`src/rtl/nibble_adder_pkg.sv`:
```
// Shared definitions for the nibble-serial adder.
//   NIBBLE_W : width of one slice handled by the 4-bit full_adder per cycle.
//   state_t  : sequencer states (IDLE accepts, RUN adds one nibble per cycle,
//              DONE presents the result until the consumer takes it).
package nibble_adder_pkg;

  localparam int NIBBLE_W = 4;

  typedef enum logic [1:0] {
    IDLE = 2'd0,
    RUN  = 2'd1,
    DONE = 2'd2
  } state_t;

endpackage : nibble_adder_pkg

```
`src/rtl/nibble_serial_adder_if.sv`:
```
// Operand / result handshake bundle for nibble_serial_adder.
//   in_valid/in_ready   : operand request; a, b, c_in qualified by in_valid.
//   out_valid/out_ready : result handshake; sum, c_out qualified by out_valid.
//   busy                : adder is in RUN or DONE.
// master: the producer/consumer side; slave: the adder itself.
interface nibble_serial_adder_if #(
  parameter int WIDTH = 16
);

  logic             in_valid;
  logic             in_ready;
  logic [WIDTH-1:0] a;
  logic [WIDTH-1:0] b;
  logic             c_in;
  logic             out_valid;
  logic             out_ready;
  logic [WIDTH-1:0] sum;
  logic             c_out;
  logic             busy;

  modport master (
    output in_valid, a, b, c_in, out_ready,
    input  in_ready, out_valid, sum, c_out, busy
  );

  modport slave (
    input  in_valid, a, b, c_in, out_ready,
    output in_ready, out_valid, sum, c_out, busy
  );

endinterface : nibble_serial_adder_if

```
`src/rtl/full_adder.sv`:
```
// Existing 4-bit combinational adder reused by nibble_serial_adder.
//   a, b  : 4-bit addends
//   c_in  : carry in
//   sum   : 4-bit sum
//   c_out : carry out of bit 3
module full_adder (
  input  logic [3:0] a,
  input  logic [3:0] b,
  input  logic       c_in,
  output logic [3:0] sum,
  output logic       c_out
);

  assign {c_out, sum} = {1'b0, a} + {1'b0, b} + {4'b0000, c_in};

endmodule : full_adder

```
`src/rtl/nibble_serial_adder.sv`:
```
// Multi-cycle WIDTH-bit adder built around a single 4-bit full_adder.
// Operands are latched on acceptance, then one nibble per clock is added,
// LSB nibble first, with the carry chained through a register. The wide sum
// is presented over a valid/ready handshake and held until the next accept.
//   clk   : rising-edge clock
//   rst_n : asynchronous active-low reset
//   bus   : slave side of nibble_serial_adder_if (operands in, result out,
//           busy high in RUN or DONE)
import nibble_adder_pkg::*;

module nibble_serial_adder #(
  parameter int WIDTH = 16
) (
  input  logic                 clk,
  input  logic                 rst_n,
  nibble_serial_adder_if.slave bus
);

  localparam int NIBBLES = WIDTH / NIBBLE_W;
  localparam int IDX_W   = (NIBBLES > 1) ? $clog2(NIBBLES) : 1;
  localparam logic [IDX_W-1:0] LAST_IDX = IDX_W'(NIBBLES - 1);

  if ((WIDTH < NIBBLE_W) || ((WIDTH % NIBBLE_W) != 0)) begin : g_width_check
    $error("nibble_serial_adder: WIDTH must be a multiple of 4 and at least 4");
  end

  state_t           state;
  logic [IDX_W-1:0] idx;
  logic             carry;
  logic [WIDTH-1:0] a_reg;
  logic [WIDTH-1:0] b_reg;
  logic [WIDTH-1:0] sum_q;
  logic             c_out_q;

  logic [NIBBLE_W-1:0] fa_sum;
  logic                fa_c_out;

  full_adder u_full_adder (
    .a     (a_reg[idx*NIBBLE_W +: NIBBLE_W]),
    .b     (b_reg[idx*NIBBLE_W +: NIBBLE_W]),
    .c_in  (carry),
    .sum   (fa_sum),
    .c_out (fa_c_out)
  );

  // NOTE: every register here is sequential state, so it is written with
  // non-blocking assignments; blocking ones would let later statements in the
  // same edge see the new value and break the carry/sum ordering.
  always_ff @(posedge clk or negedge rst_n) begin
    if (!rst_n) begin
      state   <= IDLE;
      idx     <= '0;
      carry   <= 1'b0;
      sum_q   <= '0;
      c_out_q <= 1'b0;
      // NOTE: the operand copies are reset too, even though they are always
      // reloaded before use, so no X can reach the adder after an abort.
      a_reg   <= '0;
      b_reg   <= '0;
    end else begin
      case (state)
        IDLE: begin
          if (bus.in_valid) begin
            a_reg <= bus.a;
            b_reg <= bus.b;
            carry <= bus.c_in;
            idx   <= '0;
            sum_q <= '0;
            state <= RUN;
          end
        end
        RUN: begin
          sum_q[idx*NIBBLE_W +: NIBBLE_W] <= fa_sum;
          carry                           <= fa_c_out;
          if (idx == LAST_IDX) begin
            c_out_q <= fa_c_out;
            state   <= DONE;
          end else begin
            idx <= idx + 1'b1;
          end
        end
        DONE: begin
          // Result stays frozen here and afterwards in IDLE until a new accept.
          if (bus.out_ready) state <= IDLE;
        end
        default: state <= IDLE;
      endcase
    end
  end

  // Handshake flags depend on the state register only, never on in_valid or
  // out_ready, so there is no combinational path through the block.
  assign bus.in_ready  = (state == IDLE);
  assign bus.out_valid = (state == DONE);
  assign bus.busy      = (state == RUN) || (state == DONE);
  assign bus.sum       = sum_q;
  assign bus.c_out     = c_out_q;

endmodule : nibble_serial_adder

```
`src/flat_wrapper.sv`:
```
// flat-port wrapper written by rule: the top's interface ports become plain ports
module nibble_serial_adder_flat 
#(
  parameter int WIDTH = 16
)
  (clk, rst_n, bus_in_valid, bus_a, bus_b, bus_c_in, bus_out_ready, bus_in_ready, bus_out_valid, bus_sum, bus_c_out, bus_busy);
  nibble_serial_adder_if #(.WIDTH(WIDTH)) bus_i ();
  input  logic clk;
  input  logic rst_n;
  input wire logic [$bits(bus_i.in_valid)-1:0] bus_in_valid;
  input wire logic [$bits(bus_i.a)-1:0] bus_a;
  input wire logic [$bits(bus_i.b)-1:0] bus_b;
  input wire logic [$bits(bus_i.c_in)-1:0] bus_c_in;
  input wire logic [$bits(bus_i.out_ready)-1:0] bus_out_ready;
  output wire logic [$bits(bus_i.in_ready)-1:0] bus_in_ready;
  output wire logic [$bits(bus_i.out_valid)-1:0] bus_out_valid;
  output wire logic [$bits(bus_i.sum)-1:0] bus_sum;
  output wire logic [$bits(bus_i.c_out)-1:0] bus_c_out;
  output wire logic [$bits(bus_i.busy)-1:0] bus_busy;
  assign bus_i.in_valid = bus_in_valid;
  assign bus_i.a = bus_a;
  assign bus_i.b = bus_b;
  assign bus_i.c_in = bus_c_in;
  assign bus_i.out_ready = bus_out_ready;
  assign bus_in_ready = bus_i.in_ready;
  assign bus_out_valid = bus_i.out_valid;
  assign bus_sum = bus_i.sum;
  assign bus_c_out = bus_i.c_out;
  assign bus_busy = bus_i.busy;
  nibble_serial_adder #(.WIDTH(WIDTH)) u_core (.clk(clk), .rst_n(rst_n), .bus(bus_i));
endmodule
```
`config.mk`:
```
export PLATFORM = sky130hd
export DESIGN_NAME = nibble_serial_adder_flat
export DESIGN_NICKNAME = d
export VERILOG_FILES = /design/src/rtl/nibble_adder_pkg.sv /design/src/rtl/nibble_serial_adder_if.sv /design/src/rtl/full_adder.sv /design/src/rtl/nibble_serial_adder.sv /design/src/flat_wrapper.sv
export SDC_FILE = /design/constraint.sdc
export NUM_CORES = 1
export LEC_CHECK = 0
export BUFFER_PORTS_ARGS = -buffer_cell sky130_fd_sc_hd__buf_2
export CELL_PAD_IN_SITES_DETAIL_PLACEMENT = 0
export CELL_PAD_IN_SITES_GLOBAL_PLACEMENT = 1
export CORE_ASPECT_RATIO = 1.1
export CORE_MARGIN = 4
export CORE_UTILIZATION = 41
export CTS_CLUSTER_DIAMETER = 80
export DETAILED_ROUTE_END_ITERATION = 8
export PLACE_DENSITY_LB_ADDON = 0.1
export SLEW_MARGIN = 20
export SYNTH_ARGS = -nofsm -noshare
export SYNTH_HDL_FRONTEND = slang
export SYNTH_SLANG_ARGS = --single-unit
```
`constraint.sdc`:
```
create_clock -name clk -period 4.9 [get_ports clk]
set_input_delay 0.98 -clock clk [delete_from_list [all_inputs] [get_ports clk]]
set_output_delay 0.98 -clock clk [all_outputs]
set_load 0.02 [all_outputs]
```
======== After elaboration in Yosys (flattened, before gate mapping) ========
Index checks and enable logic that the tools add are counted.
storage, ports and cells
  word-level logic and storage cells ...... 42
  register bits ........................... 54
  input port bits ......................... 37
operators by class
  muxes and demuxes ....................... 12
  reduce and logical (&&, ||, !) cells .... 8
  add/sub/neg operators ................... 4
  shift-type cells ........................ 4
  eq/ne operators ......................... 7
operators with widths
  cell                                                                     count
  4-bit negator with 34-bit output                                         1
  4-bit by 34-bit variable shift with 16-bit output, first input constant  1
  4-bit by 34-bit indexed part select with 16-bit output                   1
  16-bit one-hot mux with 2 select lines                                   1
  16-bit by 5-bit indexed part select with 4-bit output                    2
  16-bit bitwise mux                                                       1
  16-bit two-way mux                                                       1
  2-bit two-way mux                                                        5
  2-bit inequality test, second input constant                             3
  2-bit one-hot mux with 3 select lines                                    1
  2-bit AND reduction                                                      3
  3-bit AND reduction                                                      2
  4-bit by 4-bit adder with 5-bit output                                   1
  5-bit by 1-bit adder with 5-bit output                                   1
  2-bit == test, second input constant                                     2
  2-bit one-hot mux with 2 select lines                                    1
  2-bit by 1-bit adder with 2-bit output, second input constant            1
  2-bit by 1-bit == test with 1-bit output, second input constant          1
  2-bit logical NOT                                                        1
  2-bit by 1-bit inequality test with 1-bit output, second input constant  1
  1-bit one-hot mux with 2 select lines                                    1
  2-bit nonzero test                                                       1
  1-bit logical OR                                                         1
  1-bit two-way mux                                                        1

======== Logic depth before layout (Yosys ltp) ========
Gate-level depths: netlist of run 1.
  word-level depth ........................ 6
  gate-level depth with buffers ........... 9
  gate-level depth less buffers ........... 8

======== By module ========
From an unflattened synthesis of run 1, not the netlist that was laid out.
unflattened totals
  cells, all modules ...................... 205
  area, all modules ....................... 2783.9 um2
modules (own cells, without submodules)
  module               cells an instance  times used  area each (um2)
  nibble_serial_adder  189                1           2640.0
  full_adder           16                 1           143.9

======== Worst setup path after synthesis of run 1 ========
Ideal clock, no wire load.
  path kind ............................... reg2reg
  start point ............................. register u_core.idx[0]
  end point ............................... register u_core.sum_q[5] (netlist: u_core.bus.sum[5])
  slack ................................... 2.449 ns
  required time ........................... 4.835 ns
  stages on the path, launching flop included .. 8
  arrival ................................. 2.386 ns
  period minus slack after synthesis ...... 2.451 ns
  library setup time ...................... 0.065 ns
  path through ............................ dfrtp_1 -> buf_4 -> mux4_2 -> fa_1 -> inv_1 -> fa_1 -> nor3_1 -> mux2_2
between the ends
  word-level cells in the longest chain between the ends .. 6
  elaborated cells on any way between the ends .. 9
RTL lines
  element                                                                          line                                                  source
  start, declared                                                                  nibble_serial_adder.sv:28                             logic [IDX_W-1:0] idx;
  start signal, assigned                                                           nibble_serial_adder.sv:79                             idx <= idx + 1'b1;
  16-bit by 5-bit indexed part select with 4-bit output, on equally long branches  nibble_serial_adder.sv:39, nibble_serial_adder.sv:40
  4-bit by 4-bit adder with 5-bit output                                           full_adder.sv:14                                      assign {c_out, sum} = {1'b0, a} + {1'b0, b} + {4'b0000, c_in};
  5-bit by 1-bit adder with 5-bit output                                           full_adder.sv:14
  4-bit by 34-bit indexed part select with 16-bit output                           nibble_serial_adder.sv:73                             sum_q[idx*NIBBLE_W +: NIBBLE_W] <= fa_sum;
  16-bit bitwise mux (*)                                                           nibble_serial_adder.sv:73
  16-bit one-hot mux with 2 select lines (*)                                       nibble_serial_adder.sv:61                             case (state)
  end signal, assigned by index                                                    nibble_serial_adder.sv:73
  end, declared                                                                    nibble_serial_adder.sv:32                             logic [WIDTH-1:0] sum_q;
Mark *: on every way between the ends. The rest lies on a longest branch, timed or not.
A chain may end at the register's enable or synchronous reset.

======== Final worst setup path of run 1 ========
Ends and elaborated chain as after synthesis.

==> results.yml, run 1 <==
sta:
  rsz0062_at_grt: "no"
  finalSetupTns_ns: 0
  worst_pin_slew_ns: 0.685
  max_freq_ghz: 0.354
  finalHoldViolCount: 0
  fin_crit_ns: 2.82
  setup_violations: 0
  fin_skew_ns: 0.00764
  report.final.slew_viol_count: 0
  slew_headroom: 0.544
  holdWs_ns: 0.490
  post-route-period-util: 0.576
finish:
  area.sequential_sq_um: 1350
  fin_util: 0.511
  area_growth_pct: 18.9
  diodes: 0
  final_cell_mix: "56 x buf_2, 54 x dfrtp_1, 33 x mux2_2, 15 x o2bb2ai_1, 13 x inv_1"
  drive_gt1_frac: 0.461
  final_common_cell: "buf_2"
  instances_no_fill: 320
  final_nets: 291
  num-fill-cells: 558
  multi_input_area_sq_um: 1090
power:
  p_leak_nw: 1.42
  irDropWorstVdd_v: 0.000288
  p_per_area_nw_per_um2: 696
  power_w: 0.00209
detailed_routing:
  drc: 0
  routedWlPerCell_um: 15.7
  dr_wl_met3_um: 202
  via_per_inst: 5.09
  met2WireLength_um: 2580
  antenna_left: 0
  routed.top_layer: "met4"
  dr.pass1.iters: 4
  first_iter_violations: 46
  via_count: 1628
  drt_wl_total_um: 5040
  wl_met1_um: 2210
yosys:
  ys_top_cells_by_area: "dfrtp_1 54%, mux2_2 15%, mux4_2 7.1%"
  synth_cells: 182
  synth_nets: 231
  synth_mux_area_frac: 0.219
  synthSimpleGateAreaFrac: 0.0317
  synth_top_area_share: 0.535
  yosysUniqueCellTypes: 30
  yosys.area_share.adder: 0.0654
  yosys_warnings: 0
  yosys.area.top_type: "dfrtp_1"
  seq_area_frac_synth: 0.535
  synth_top_family_by_area: "multiplexers"
  synth-xor-area-share: 0.00694
  synth-seq-cells: 54
  syn_area_sq_um: 2520
  synth_compound_area_frac: 0.111
  avgSynthCellArea_sq_um: 13.9
floorplanning:
  num_rows: 29
  dieArea_sq_um: 7480
  die_x_um: 82.8
  die_h_um: 90.3
  boundaryPins: 57
  start_util: 0.430
  core_area_sq_um: 5880
placement:
  dp.cells: 312
  gp_congestion: 0.739
  dp_hpwl_um: 3790
  io_buffers: 56
worst_hold_path:
  hold_depth: 1
  min_from: "u_core.bus.sum[14]$_DFFE_PN0P_"
  hold_path_class: "reg -> reg"
  worst_hold_path.endpoint: "u_core.bus.sum[14]$_DFFE_PN0P_"
flow_run:
  cap_violations: 0
global_routing:
  track_usage: 0.140
  grt_pass1_vias: 1749
  gr-total-overflow: 0
  antenna_found_initial: 0
  grt_max_degree: 55
  grt_pass1_wl_um: 8600
worst_setup_path:
  worst_setup_path_start_kind: "register"
  reg2reg_slack_ns: 2.08
  cp.required_ns: 5.15
  end_kind: "register"
  rr_endpoint: "u_core.bus.sum[5]$_DFFE_PN0P_"
  crit_type: "reg -> reg"
  cp_data_arrival_time_ns: 3.07
  worstRegToRegCells: 6
  crit_fanout: 14
  worstReg2RegStart: "u_core.idx[0]$_DFFE_PN0P_"
clocking:
  post_cts_buffers: 0
  cts.sinks: 54
  cts_tree: "yes"
  clkTransAtPathRegs_ns: 0.10
  cts-root-buf: "clkbuf_8"
  cts_buffers: 5
  clk_latency_ns: 0.30
  ctsResizeCount: 0
  cts.path.max_buffers: 2
  holdBufCountCts: 0
  cts_max_level: 2
status:
  outcome: "complete, no violations"
cell type report:
type | count | area share
tap | 77 | 0.0321
inverter | 14 | 0.0175
timing repair buffer | 58 | 0.0983
clock buffer | 5 | 0.0229
clock inverter | 3 | 0.0146
multi-input combinational | 109 | 0.365
sequential | 54 | 0.450
worst max path at each step:
stage,slack [ns],startpoint,cells past startpoint,to
final,2.08,u_core.idx[0]$_DFFE_PN0P_,6,u_core.bus.sum[5]$_DFFE_PN0P_
after global routing,1.91,u_core.idx[0]$_DFFE_PN0P_,6,u_core.bus.sum[5]$_DFFE_PN0P_
after CTS,2.04,u_core.idx[0]$_DFFE_PN0P_,6,u_core.bus.sum[5]$_DFFE_PN0P_
after detailed placement,2.06,u_core.idx[0]$_DFFE_PN0P_,6,u_core.bus.sum[5]$_DFFE_PN0P_
after global placement,2.13,u_core.idx[0]$_DFFE_PN0P_,6,u_core.bus.sum[5]$_DFFE_PN0P_
after floorplan,2.45,u_core.idx[0]$_DFFE_PN0P_,7,u_core.bus.sum[5]$_DFFE_PN0P_
cell families after synthesis:
logic type               count (synthesis)
AO/OA/AOI/OAI                           40
XOR/XNOR                                 2
adder cells (fa/ha/maj)                 12
buffers and inverters                   19
flip-flops                              54
multiplexers                            41
AND/OR/NAND/NOR                         14
per-layer routing:
metal / vias to the layer above / track usage
met5: - / 0
met4: 0 / 0.0368
met3: 4 / 0.0328
met2: 34 / 0.238
met1: 797 / 0.180
li1: 793 / -
synthesized netlist by cell type:
cell type,number
a21boi_0,1
a21boi_2,1
a21o_1,2
a21oi_1,11
a31oi_1,2
buf_2,3
buf_4,1
clkbuf_1,1
dfrtp_1,54
fa_1,2
ha_1,10
inv_1,13
inv_2,1
mux2_2,33
mux4_2,8
nand2_1,3
nand2b_2,1
nand3_1,1
nand4_1,2
nor2_1,2
nor2b_1,2
nor3_1,1
o21ai_0,3
o21ai_1,1
o22a_1,1
o22ai_1,3
o2bb2ai_1,15
or2_2,1
or4_4,1
xor2_1,2
power breakdown:
part / total (W) / internal, W / leakage (nW) / switching, W
logic: 0.00105 / 0.000477 / 0.692 / 0.000573
clock network: 0.000299 / 0.000153 / 0.0585 / 0.000145
registers: 0.000742 / 0.000620 / 0.672 / 0.000123
worst max-delay path, cell delays in order, from the launching register on:
cell	delay, ns
dfrtp_1	0.78
mux4_2	0.60
fa_1	0.42
inv_1	0.10
fa_1	0.48
nor3_1	0.22
mux2_2	0.17
through the flow:
step,area [sq um],setup WS (ns)
after global placement,2890,2.13
after CTS,3000,2.04
after floorplan,2520,2.45
after global routing,3000,1.91
final,3000,2.08
after detailed placement,2890,2.06
Power figures use the tool's default switching activity.
==> run 2: changes to the inputs <==
--- a/config.mk
+++ b/config.mk
@@ -5,12 +5,13 @@
 export SDC_FILE = /design/constraint.sdc
 export NUM_CORES = 1
 export LEC_CHECK = 0
+export ABC_AREA = 1
 export BUFFER_PORTS_ARGS = -buffer_cell sky130_fd_sc_hd__buf_2
 export CELL_PAD_IN_SITES_DETAIL_PLACEMENT = 0
 export CELL_PAD_IN_SITES_GLOBAL_PLACEMENT = 1
 export CORE_ASPECT_RATIO = 1.1
 export CORE_MARGIN = 4
-export CORE_UTILIZATION = 41
+export CORE_UTILIZATION = 37
 export CTS_CLUSTER_DIAMETER = 80
 export DETAILED_ROUTE_END_ITERATION = 8
 export PLACE_DENSITY_LB_ADDON = 0.1
==> constraint.sdc (replaced) <==
create_clock -name clk -period 2.4 [get_ports clk]
set_input_delay 0.48 -clock clk [delete_from_list [all_inputs] [get_ports clk]]
set_output_delay 0.48 -clock clk [all_outputs]
set_load 0.02 [all_outputs]
==> run 2 against run 1 <==
Clock skew fell by 0.00053 ns. Global-route usage rose by 0.59 points. Via count rose by 25%. Synthesized cell count rose by 46%. Combinational power rose by 150%. Sequential share of layout area fell by 2.9 points. Synthesized area rose by 5.8%. Final area rose by 6.8%. Flip-flop and latch count did not move. Clock power rose by 76%. Largest cell class unchanged. Highest routed layer unchanged.
==> results.yml, run 2 <==
power:
  power_frac_comb: 0.572
  switchingPower_w: 0.00203
  p_per_area_nw_per_um2: 1430
  netSwitchingFraction: 0.443
  p_seq_frac: 0.313
  power_w: 0.00458
  p_leak_nw: 1.59
  internal_power_w: 0.00255
  clockPowerShare: 0.115
  irDropWorstVdd_v: 0.000554
global_routing:
  antenna_found_initial: 0
  grt_max_degree: 55
  gr-total-overflow: 0
  track_usage: 0.146
  grt_pass1_wl_um: 9800
  grt_pass1_vias: 1968
finish:
  final_nets: 382
  area_growth_pct: 20.0
  diodes: 0
  final_cell_mix: "56 x buf_2, 54 x dfrtp_1, 43 x nand2_1, 32 x mux2_2, 25 x inv_1"
  instances_no_fill: 419
  area.sequential_sq_um: 1350
  final_common_cell: "buf_2"
  drive_gt1_frac: 0.359
  num-fill-cells: 703
  multi_input_area_sq_um: 1170
sta:
  worst_pin_slew_ns: 0.697
  max_freq_ghz: 0.444
  post-route-period-util: 0.938
  setup_violations: 0
  slew_headroom: 0.536
  fin_skew_ns: 0.00712
  finalSetupTns_ns: 0
  finalHoldViolCount: 0
  rsz0062_at_grt: "yes"
  fin_crit_ns: 2.25
  report.final.slew_viol_count: 0
  holdWs_ns: 0.291
  setup_slack_ns: 0.149
yosys:
  synthTopCellsByCount: "54 x dfrtp_1, 43 x nand2_1, 32 x mux2_2, 26 x inv_1, 25 x o21ai_0"
  synth_top_area_share: 0.506
  avgSynthCellArea_sq_um: 10.0
  synthFlopType: "dfrtp_1"
  syn_area_sq_um: 2670
  synth_nets: 315
  synth_cells: 266
  synth-seq-cells: 54
  ys_top_cells_by_area: "dfrtp_1 51%, mux2_2 13%, nand2_1 6.0%"
  yosys.area.top_type: "dfrtp_1"
  synth_edf_count: 0
  seq_area_frac_synth: 0.506
  synth.most_common_cell: "dfrtp_1"
  async_reset_ff_frac: 1.00
  yosys_warnings: 0
  yosysUniqueCellTypes: 27
clocking:
  cts.path.max_buffers: 2
  cts_max_level: 2
  holdBufCountCts: 0
  clkTransAtPathRegs_ns: 0.10
  cts_tree: "yes"
  cts-root-buf: "clkbuf_8"
  cts_buffers: 5
  clk_latency_ns: 0.31
  cts.sinks: 54
flow_run:
  cap_violations: 0
worst_setup_path:
  cp.required_ns: 2.64
  cp_top_family: "adder cells"
  crit_buf_inv: 2
  worstReg2RegStart: "u_core.idx[0]$_DFFE_PN0P_"
  crit_top_cell: "fa_1"
  worstPathCellList: "buf_4 > o21ai_0 > o22ai_1 > fa_1 > inv_1 > fa_1 > nor2_2 > nand4_1 > o21ai_1"
  cp_slowest_stage_delay_ns: 0.44
  end_kind: "register"
  worst_setup_path_start_kind: "register"
  slowest_stage: "fa_1"
  cp-startpoint: "u_core.idx[0]$_DFFE_PN0P_"
  crit_fanout: 6
  cp_data_arrival_time_ns: 2.49
  crit_type: "reg -> reg"
status:
  outcome: "complete, no violations"
floorplanning:
  dieArea_sq_um: 8640
  die_x_um: 89.0
  die_h_um: 97.1
  num_rows: 32
  boundaryPins: 57
  start_util: 0.381
  core_area_sq_um: 7010
detailed_routing:
  antenna_left: 0
  routedWlPerCell_um: 14.2
  drt_wl_total_um: 5940
  via_per_inst: 4.87
  dr.pass1.iters: 4
  first_iter_violations: 34
  via_count: 2039
  drc: 0
placement:
  io_buffers: 56
  dp.cells: 411
  gp_congestion: 0.843
  dp_slack_ns: 0.0986
  dp_hpwl_um: 4580
worst_hold_path:
  hold_path_class: "in -> async"
run 2: cell types whose count changed after synthesis, sizes merged, moves of 3 or more:
cell     previous run  this run
o22ai               3         8
buf                 4         7
nor2                2        22
o2bb2ai            15         0
mux4                8         0
inv                14        27
a21oi              11         7
o21ai               4        31
nand2               3        45
nand3               1         8
run 2: final timing paths:
kind / to / slack [ns] / depth (start not counted)
hold / removal: u_core.state[1]$_DFFE_PN0P_ / 0.29 / 2
max in group asynchronous: u_core.b_reg[13]$_DFFE_PN0P_ / 1.64 / 2
setup / recovery: u_core.bus.sum[5]$_DFFE_PN0P_ / 0.15 / 9
hold reg to reg: u_core.bus.c_out$_DFFE_PN0P_ / 0.49 / 2
min in group clk: u_core.b_reg[15]$_DFFE_PN0P_ / 0.39 / 2
setup reg to reg: u_core.bus.sum[5]$_DFFE_PN0P_ / 0.15 / 9
run 2: layer usage:
layer | part of all wire | global-route usage | vias to the layer above
met2 | 0.54 | 0.254 | 33
li1 | - | - | 1026
met4 | 0.011 | 0.0344 | 0
met3 | 0.035 | 0.0263 | 5
met5 | 0 | 0 | -
met1 | 0.42 | 0.185 | 975
run 2: power groups by stage:
stage | combinational (W) | clock, W | sequential [W]
finish | 0.00262 | 0.000525 | 0.00144
global route | 0.00294 | 0.000587 | 0.00148
CTS | 0.00263 | 0.000555 | 0.00144
detailed placement | 0.00262 | 0 | 0.00146
global placement | 0.00259 | 0 | 0.00146
floorplan | 0.00183 | 0 | 0.00140
run 2: cell families after synthesis:
logic type | Yosys count | synth area share
AOI/OAI and AO/OA | 50 | 0.108
DFF | 54 | 0.506
and+or+nand+nor | 80 | 0.129
adders and majority gates | 12 | 0.0618
buffers and inverters | 37 | 0.0571
xor gates and xnor gates | 1 | 0.00328
muxes | 32 | 0.135
run 2: worst register-to-register path, cell delays in order, from the launching register on:
cell and delay (ns):
dfrtp_1 0.41, buf_4 0.16, o21ai_0 0.16, o22ai_1 0.12
fa_1 0.42, inv_1 0.08, fa_1 0.44, nor2_2 0.15
nand4_1 0.10, o21ai_1 0.14
run 2: layout make-up:
class                      count  area share
clock buffer                   5      0.0215
timing repair buffer          68       0.115
inverter                      29      0.0359
sequential                    54       0.421
multi-input combinational    175       0.365
tap                           85      0.0332
clock inverter                 3     0.00780
run 2: what timing repair did:
| action | in CTS | in global routing |
|---|---|---|
| endpoints found under the setup margin | 0 | 9 |
| hold endpoints to repair | 0 | 0 |
| buffers inserted | 0 | 0 |
| gates resized for setup | 0 | 4 |
run 2: through the flow:
step                 util  cell area (sq um)
floorplan               -               2670
global placement    0.444               3110
detailed placement  0.444               3110
CTS                 0.457               3200
global route        0.458               3210
finish              0.458               3210
==> run 3: changes to the inputs <==
--- a/config.mk
+++ b/config.mk
@@ -5,13 +5,13 @@
 export SDC_FILE = /design/constraint.sdc
 export NUM_CORES = 1
 export LEC_CHECK = 0
-export ABC_AREA = 1
+export ABC_AREA = 0
 export BUFFER_PORTS_ARGS = -buffer_cell sky130_fd_sc_hd__buf_2
 export CELL_PAD_IN_SITES_DETAIL_PLACEMENT = 0
 export CELL_PAD_IN_SITES_GLOBAL_PLACEMENT = 1
 export CORE_ASPECT_RATIO = 1.1
 export CORE_MARGIN = 4
-export CORE_UTILIZATION = 37
+export CORE_UTILIZATION = 39
 export CTS_CLUSTER_DIAMETER = 80
 export DETAILED_ROUTE_END_ITERATION = 8
 export PLACE_DENSITY_LB_ADDON = 0.1
==> run 3 against run 2 <==
Via count shrank 17%. First-iteration DRC count grew 62%. Routed wire length is 13% lower. Global-route usage shrank 0.16 points. Count of clock-buffer cells in the layout up 1. Final area is 1.6% lower. Critical path depth stayed put. Total power is 5.9% higher. Clock power is 40% higher. Critical endpoint is now u_core.bus.sum[3]$_DFFE_PN0P_. Highest routed layer unchanged.
==> results.yml, run 3 (synthesis results as in run 1) <==
detailed_routing:
  dr.pass1.iters: 4
  routedWlPerCell_um: 15.6
  via_count: 1699
  antenna_left: 0
  first_iter_violations: 55
  via_per_inst: 5.12
  drt_wl_total_um: 5190
  drc: 0
power:
  p_per_area_nw_per_um2: 1540
  internal_power_w: 0.00298
  power_w: 0.00485
  netSwitchingFraction: 0.385
  power_frac_comb: 0.546
  clockPowerShare: 0.152
  p_leak_nw: 1.49
  irDropWorstVdd_v: 0.000890
  p_seq_frac: 0.302
  switchingPower_w: 0.00186
global_routing:
  track_usage: 0.144
  grt_max_degree: 34
  grt_pass1_wl_um: 8860
  gr-total-overflow: 0
  grt_pass1_vias: 1834
  antenna_found_initial: 0
worst_hold_path:
  hold_path_class: "in -> async"
finish:
  stdcell_area_sq_um: 3160
  final_cell_mix: "56 x buf_2, 54 x dfrtp_1, 32 x mux2_2, 14 x o2bb2ai_1, 12 x inv_1"
  drive_gt1_frac: 0.512
  final_nets: 300
  num-fill-cells: 581
  fin_util: 0.507
  final_common_cell: "buf_2"
  area_growth_pct: 25.0
  diodes: 0
sta:
  worst_pin_slew_ns: 0.542
  report.final.slew_viol_count: 0
  holdWs_ns: 0.148
  max_freq_ghz: 0.436
  slew_headroom: 0.638
  setup_violations: 0
  fin_skew_ns: 0.00669
  fin_crit_ns: 2.30
  rsz0062_at_grt: "yes"
  post-route-period-util: 0.957
  finalHoldViolCount: 0
worst_setup_path:
  crit_fanout: 4
  worstReg2RegStart: "u_core.idx[0]$_DFFE_PN0P_"
  worst_setup_path_start_kind: "register"
  worstRegToRegCells: 9
  cp.required_ns: 2.59
  end_kind: "register"
  rr_endpoint: "u_core.bus.sum[3]$_DFFE_PN0P_"
  cp_data_arrival_time_ns: 2.49
  crit_type: "reg -> reg"
  reg2reg_slack_ns: 0.10
floorplanning:
  core_area_sq_um: 6230
  die_h_um: 92.4
  dieArea_sq_um: 7830
  start_util: 0.405
  boundaryPins: 57
  die_x_um: 84.7
  num_rows: 30
clocking:
  cts.path.max_buffers: 2
  cts-root-buf: "clkbuf_8"
  clkTransAtPathRegs_ns: 0.10
  cts_tree: "yes"
  clk_latency_ns: 0.30
  cts.sinks: 54
  cts_max_level: 2
  cts_buffers: 5
flow_run:
  cap_violations: 0
placement:
  gp_congestion: 0.755
  io_buffers: 56
  dp_hpwl_um: 3970
  placed_area_sq_um: 2970
status:
  outcome: "complete, no violations"
run 3: cell count changes in the layout (fill, tap and decap cells not counted), moves of 8 or more:
cell | before | now
o21ai_0 | 23 | 3
o2bb2ai_1 | 0 | 14
nand2_1 | 43 | 3
mux4_2 | 0 | 8
inv_1 | 25 | 12
nor2_1 | 20 | 2
run 3: power by group through the flow:
stage,Sequential [W],Clock (W),Combinational [W]
2_1_floorplan,0.00147,0,0.00168
3_3_place_gp,0.00150,0,0.00253
3_5_place_dp,0.00150,0,0.00253
4_1_cts,0.00147,0.000760,0.00256
5_1_grt,0.00151,0.000803,0.00297
6_report,0.00146,0.000735,0.00265
run 3: worst max-delay path by stage:
stage | start | to | slack, ns | cells after the start
4_1_cts | u_core.idx[0]$_DFFE_PN0P_ | u_core.bus.sum[3]$_DFFE_PN0P_ | 0.03 | 9
3_3_place_gp | u_core.idx[0]$_DFFE_PN0P_ | u_core.bus.c_out$_DFFE_PN0P_ | 0.08 | 9
3_5_place_dp | u_core.idx[0]$_DFFE_PN0P_ | u_core.bus.c_out$_DFFE_PN0P_ | -0.003 | 9
2_1_floorplan | u_core.idx[0]$_DFFE_PN0P_ | u_core.bus.sum[5]$_DFFE_PN0P_ | 0.009 | 7
6_report | u_core.idx[0]$_DFFE_PN0P_ | u_core.bus.sum[3]$_DFFE_PN0P_ | 0.10 | 9
5_1_grt | u_core.idx[0]$_DFFE_PN0P_ | u_core.bus.c_out$_DFFE_PN0P_ | -0.02 | 9
run 3: metrics by stage:
stage / std cells / setup WS, ns / TNS, ns
after floorplan: 182 / 0.00944 / 0
after global placement: 323 / 0.0760 / 0
after detailed placement: 323 / -0.00270 / -0.00270
after CTS: 332 / 0.0344 / 0
after global routing: 332 / -0.0182 / -0.0649
final: 332 / 0.104 / 0
run 3: repair_timing:
action                                  CTS  global route
endpoints found under the hold margin     0             0
hold buffers                              0             0
gates resized for setup                   0             8
pin swaps                                 0             1
endpoints found under the setup margin    3             8
buffers inserted                          1             0
run 3: per-layer routing:
metal | part of all wire | track usage | vias up
li1 | - | - | 810
met1 | 0.44 | 0.193 | 837
met2 | 0.49 | 0.226 | 45
met3 | 0.057 | 0.0418 | 7
met4 | 0.014 | 0.0488 | 0
met5 | 0 | 0 | -
run 3: worst max-delay path, cell delays in order (launching register included):
cell and delay (ns):
dfrtp_1 0.38, buf_4 0.13, buf_4 0.13, mux4_2 0.56
ha_4 0.26, a21o_1 0.18, a21oi_2 0.15, xor2_1 0.16
buf_4 0.16, o2bb2ai_1 0.07
run 3: final cells by class:
| type | instances | area, sq um | share of cell area |
|---|---|---|---|
| sequential | 54 | 1350 | 0.428 |
| clock inverter | 2 | 60.1 | 0.0190 |
| tap | 80 | 100 | 0.0317 |
| timing repair buffer | 67 | 375 | 0.119 |
| inverter | 14 | 52.6 | 0.0166 |
| clock buffer | 6 | 82.6 | 0.0262 |
| multi-input combinational | 109 | 1130 | 0.359 |
